### src/rtl/serial_sub_ctrl.sv
// Bit-serial WIDTH-bit subtractor sequencer: computes a - b - bin LSB first
// through a single full-subtractor cell, with a registered borrow between bits.
module serial_sub_ctrl #(
  parameter int unsigned WIDTH = 8
) (
  input  logic             clk,
  input  logic             rst,
  input  logic             start,
  input  logic [WIDTH-1:0] a,
  input  logic [WIDTH-1:0] b,
  input  logic             bin,
  output logic             busy,
  output logic             done,
  output logic [WIDTH-1:0] diff,
  output logic             bout
);

  localparam int unsigned CW = (WIDTH > 1) ? $clog2(WIDTH) : 1;
  localparam logic [CW-1:0] LAST = CW'(WIDTH - 1);

  typedef enum logic [1:0] {
    IDLE = 2'd0,
    RUN  = 2'd1,
    DONE = 2'd2
  } state_t;

  state_t           state;
  logic [WIDTH-1:0] a_sr;
  logic [WIDTH-1:0] b_sr;
  logic [WIDTH-1:0] diff_nxt;
  logic [CW-1:0]    cnt;
  logic             br;
  logic             d_bit;
  logic             bo_bit;

  // Single full-subtractor cell on the current LSBs; diff fills from the MSB
  // so that after WIDTH shifts bit 0 holds the first processed bit.
  always_comb begin
    d_bit             = a_sr[0] ^ b_sr[0] ^ br;
    bo_bit            = (~a_sr[0] & b_sr[0]) | (~(a_sr[0] ^ b_sr[0]) & br);
    diff_nxt          = diff >> 1;
    diff_nxt[WIDTH-1] = d_bit;
  end

  always_ff @(posedge clk or posedge rst) begin
    if (rst) begin
      state <= IDLE;
      busy  <= 1'b0;
      done  <= 1'b0;
      diff  <= '0;
      bout  <= 1'b0;
      br    <= 1'b0;
      cnt   <= '0;
      a_sr  <= '0;
      b_sr  <= '0;
    end else begin
      case (state)
        IDLE: begin
          done <= 1'b0;
          if (start) begin
            a_sr  <= a;
            b_sr  <= b;
            br    <= bin;
            cnt   <= '0;
            busy  <= 1'b1;
            state <= RUN;
          end
        end
        RUN: begin
          diff <= diff_nxt;
          br   <= bo_bit;
          a_sr <= a_sr >> 1;
          b_sr <= b_sr >> 1;
          cnt  <= cnt + 1'b1;
          if (cnt == LAST) begin
            bout  <= bo_bit;
            busy  <= 1'b0;
            done  <= 1'b1;
            state <= DONE;
          end
        end
        DONE: begin
          done  <= 1'b0;
          state <= IDLE;
        end
        default: begin
          busy  <= 1'b0;
          done  <= 1'b0;
          state <= IDLE;
        end
      endcase
    end
  end

endmodule

### config.mk
export PLATFORM = sky130hd
export DESIGN_NAME = serial_sub_ctrl
export DESIGN_NICKNAME = d
export VERILOG_FILES = /design/src/rtl/serial_sub_ctrl.sv
export SDC_FILE = /design/constraint.sdc
export NUM_CORES = 1
export LEC_CHECK = 0
export CORE_ASPECT_RATIO = 1.75
export CORE_MARGIN = 2
export CORE_UTILIZATION = 45
export DETAILED_ROUTE_END_ITERATION = 7
export PLACE_DENSITY = 0.77
export SLEW_MARGIN = 20
export SYNTH_ARGS = -nofsm -noshare
export SYNTH_HDL_FRONTEND = slang
export SYNTH_SLANG_ARGS = --single-unit
### constraint.sdc
create_clock -name clk -period 1.6 [get_ports clk]
set_input_delay 0.32 -clock clk [delete_from_list [all_inputs] [get_ports clk]]
set_output_delay 0.32 -clock clk [all_outputs]
set_load 0.05 [all_outputs]
# Yosys cells after proc, flatten, opt, wreduce, memory -nomap -nowiden
# Index checks and enable logic that the tools add are counted.
# word_totals
register_bits,33
out_inout_bits,11
word_cells,45
# classes
n_addsub,1
eq_ne,5
muxes,16
bitwise_logic,8
reduce_logical,6
# op_table
operator,n
$pmux 8 s2,2
$mux 8,2
$pmux 3 s2,1
$reduce_and 2->1,3
$mux 1,5
$mux 2,2
$ne 2x2->1 const B,2
$pmux 2 s2,1
$add 3x1->3 const B,1
$eq 3x3->1 const B,1
$mux 3,1
$not 1->1,3
$pmux 1 s3,1
$reduce_and 3->1,1
$and 1x1->1,2
$eq 2x1->1 const B,1
$eq 2x2->1 const B,1
$logic_not 2->1,1
$pmux 1 s2,1
$reduce_bool 2->1,1
$xor 1x1->1,2
$or 1x1->1,1

# Longest topological paths before layout
# logic_depth
ltp_word,5
ltp_mapped,5
mapped_depth_nobuf,4

# Worst setup path after synthesis
# No wires, ideal clock.
# synth_timing
path_type,reg2reg
start,register a_sr[0]
end,register br
setup_ns,0.111
arrival_time_ns,1.112
t_required_ns,1.489
setup_slack_ns,0.377
stages_incl_launch_ff,3
path_buffers,0
synth_period_minus_slack_ns,1.223
path_cell_list,dfrtp_1 > fa_1 > a222oi_1
# synth_between
elab_chain_len,5
word_cells_on_any_way,7
cone_classes,mux: 1; bitwise: 6
# synth_rtl
item,line_no,text
start: declaration,28,logic [WIDTH-1:0] a_sr;
start signal: assignment,72,a_sr <= a_sr >> 1;
$xor 1x1->1,40,bo_bit = (~a_sr[0] & b_sr[0]) | (~(a_sr[0] ^ b_sr[0]) & br);
$not 1->1,40,
$and 1x1->1,40,
$or 1x1->1 (*),40,
$pmux 1 s2 (*),57,case (state)
end signal: assignment,63,br <= bin;
end signal: assignment,71,br <= bo_bit;
end: declaration,32,logic br;
# Every way passes the cells marked *; elsewhere a longest branch is shown, timed or not.
# A chain may end at the register's enable or synchronous reset.

# Worst setup path in the final report
# layout_timing
start,register state[1]
end,register b_sr[0]
# layout_between
elab_chain_len,3
word_cells_on_any_way,6
cone_classes,eq/ne: 2; mux: 1; reduce/logical: 3
# layout_rtl
item,line_no,text
start: declaration,27,state_t state;
start signal: assignment,47,state <= IDLE;
start signal: assignment,66,state <= RUN;
start signal: assignment,79,state <= DONE;
$eq 2x1->1 / $logic_not 2->1 (equally long branches),57,
$reduce_bool 2->1 (no line) / $ne 2x2->1 (equally long branches),--,
$reduce_and 2->1 (no line),--,
end signal: assignment,73,b_sr <= b_sr >> 1;
end: declaration,29,logic [WIDTH-1:0] b_sr;
# Parallel ways exist; a longest one is shown, timed or not.

==> impl_metrics.csv <==
group,metric,value,unit
setup_path,cp_max_fo,14,
clock_tree,htree_levels,2,
synth,synth_area,1570,sq um
global_route,antenna_found_initial,0,
setup_path,crit_family,"flip-flops",
setup_path,crit_arrival,1620,ps
timing,min_period,1400,ps
synth,synth_cell_types,26,
global_route,overflow,0,
global_route,grt_max_degree,34,
setup_path,max_stage_delay,540,ps
global_route,grt_pass1_wl,5200,um
place,hpwl,2200,um
pwr,intPower,2.39,mW
pwr,switchingPower,1.69,mW
detailed_routing,drt_wl_total,3090,um
finish,final_common_cell,"dfrtp_1",
detailed_routing,drtAntennaViolNets,0,
setup_path,crit_required,1820,ps
pwr,swShare,0.413,
timing,max_freq,714,MHz
timing,layout_setup_ws,199,ps
synth,postSynthCellCount,152,
detailed_routing,wl_per_cell,13.2,um
place,dp.cells,225,
clock_tree,root_buffer,"clkbuf_8",
setup_path,critPathSlowestCell,"dfrtp_1",
synth,ys_top_cells_by_area,"dfrtp_1 53%, a32oi_1 6.7%, nand2_1 6.0%, o21a_1 5.8%, inv_1 4.1%",
global_route,grt_pass1_vias,1136,
finish,drive_gt1_frac,0.181,
timing,finalClockSkew,7.30,ps
die,io_pins,31,
clock_tree,cts_setup_buffers,0,
pwr,power_frac_seq,0.364,
run_status,status,"complete, no violations",
timing,maxSlewViolCount,0,
die,core,3360,sq um
timing,tns,0,ps
detailed_routing,via_count,1195,
pwr,pwr-share-clk,0.166,
clock_tree,clkTransAtPathRegs,70,ps
setup_path,startpoint,"state[1]",
finish,stdcell_area,1990,sq um
synth,yosys.area.top_type,"dfrtp_1",
timing,whs,423,ps
setup_path,worstReg2RegStart,"state[1]",
finish,instances_no_fill,233,
place,pre_cts_ws,62.8,ps
place,io_buffers,30,
timing,rsz0062_at_grt,"false",
place,placed_area,1890,sq um
job,maxCapViolations,0,
detailed_routing,drc_errors,0,
clock_tree,clock-sinks,33,
pwr,peakVddDrop,916,uV
timing,fin_crit_sh,0.876,
detailed_routing,first_pass_iters,4,
die,initial_utilization,0.466,
synth,yosysWarningCount,0,
timing,relSlewSlack,0.694,
die,die_w,48.6,um
clock_tree,clk-insertion-delay-late,280,ps
synth,ys_seq_area_frac,0.527,
detailed_routing,drt_iter0_drc,9,
timing,final-hold-violation-count,0,
clock_tree,cts_hold_buf,0,
pwr,pwr-share-comb,0.471,
place,gp_congestion,0.788,
synth,ys_ff_latch,33,
finish,nets,210,
pwr,power_density,2050,nW/um^2
finish,n_antenna_cell,0,
synth,synth_top_area_share,0.527,
die,die_h,82.1,um
setup_path,path_class,"reg -> reg",
clock_tree,cts_buffer_depth,2,
setup_path,end_kind,"flip-flop",
clock_tree,cts_tree,"yes",
hold_path,min_path_type,"in -> async",
setup_path,cp_cell_sequence,"buf_4 > nor2_4 > o221a_1",
global_route,grt_usage,0.179,
clock_tree,cts-resized-gates,0,
synth,avgSynthCellArea,10.3,sq um
setup_path,start_kind,"flip-flop",
timing,setup_viol,0,
clock_tree,cts_buffers,5,
pwr,power_leakage,0.948,nW
die,placementRows,28,
detailed_routing,avgViaCountPerCell,5.13,
finish,final_cell_mix,"33 x dfrtp_1, 25 x nand2_1, 19 x clkdlybuf4s50_1, 18 x buf_4, 17 x inv_1",
die,die_area,3990,sq um
setup_path,path_buf_inv,1,
timing,tightest_slew,459,ps
finish,synthToLayoutAreaGrowth,26.9,%
synth,synth.net_count,175,
## kinds of logic (layout without fill, tap and decap cells)
group	count (synthesis)	in the layout	share of synthesized area
compound gates	38	38	0.201
flops	33	33	0.527
buf+inv	27	63	0.0926
simple gates	51	51	0.150
fa+ha+maj	3	3	0.0288
## worst paths after layout
path	end	slack, ps	depth (start not counted)
worst max-delay path	b_sr[0]	200	3
worst min-delay path	a_sr[1]	420	3
worst max register to register	b_sr[0]	200	3
worst min register to register	diff[0]	480	2
max in group asynchronous	diff[1]	880	3
min in group clk	diff[0]	480	2
## area by class of cell
class	count	area, sq um
fillers	309	1380
flip-flops and latches	33	826
multi-input cells	92	596
repair buffers	38	345
clock buffers	7	96.3
inverters	17	63.8
well taps	45	56.3
clock inverters	1	5.00
## power by group through the flow
| stage | clock, mW | sequential (mW) | combinational, mW |
|---|---|---|---|
| 5_1_grt | 0.751 | 1.53 | 2.10 |
| 6_report | 0.675 | 1.48 | 1.92 |
| 3_5_place_dp | 0 | 1.49 | 1.95 |
| 3_3_place_gp | 0 | 1.47 | 1.88 |
| 2_1_floorplan | 0 | 1.84 | 1.12 |
| 4_1_cts | 0.701 | 1.49 | 1.96 |
## registers in the layout, summed over array words and instances (netlist names)
register / flops
diff: 8
bout: 1
state: 2
done: 1
br: 1
busy: 1
cnt: 3
a_sr: 8
b_sr: 8
## worst min-delay path: stages
cell and delay (ps):
clkdlybuf4s50_1 390, inv_1 50, buf_4 360
## routing by layer
| metal | global-route usage | routed length (um) | vias up |
|---|---|---|---|
| met5 | 0 | 0 | - |
| met4 | 0.111 | 95 | 0 |
| met3 | 0.0491 | 138 | 8 |
| met2 | 0.321 | 1720 | 33 |
| met1 | 0.185 | 1130 | 573 |
| li1 | - | - | 581 |
## per-stage QoR
stage	power, mW	util
floorplan	2.95	-
detailed placement	3.44	0.561
global route	4.38	0.591
global placement	3.35	0.561
CTS	4.15	0.591
finish	4.08	0.591
## synth_stat cells
master and n:
a21oi_1 1, a21oi_2 2, a222oi_1 1, a22o_1 4
a32oi_1 12, and2_1 1, and2b_4 1, buf_2 5
buf_6 5, dfrtp_1 33, fa_1 1, ha_1 2
inv_1 17, nand2_1 25, nand2b_1 3, nand3b_1 2
nor2_1 15, nor2_2 1, nor2_4 2, nor2b_1 1
o21a_1 12, o21ai_0 1, o21ai_1 1, o21bai_2 1
o221a_1 2, o2bb2ai_1 1
No activity file was read; power rests on OpenSTA's default activity.
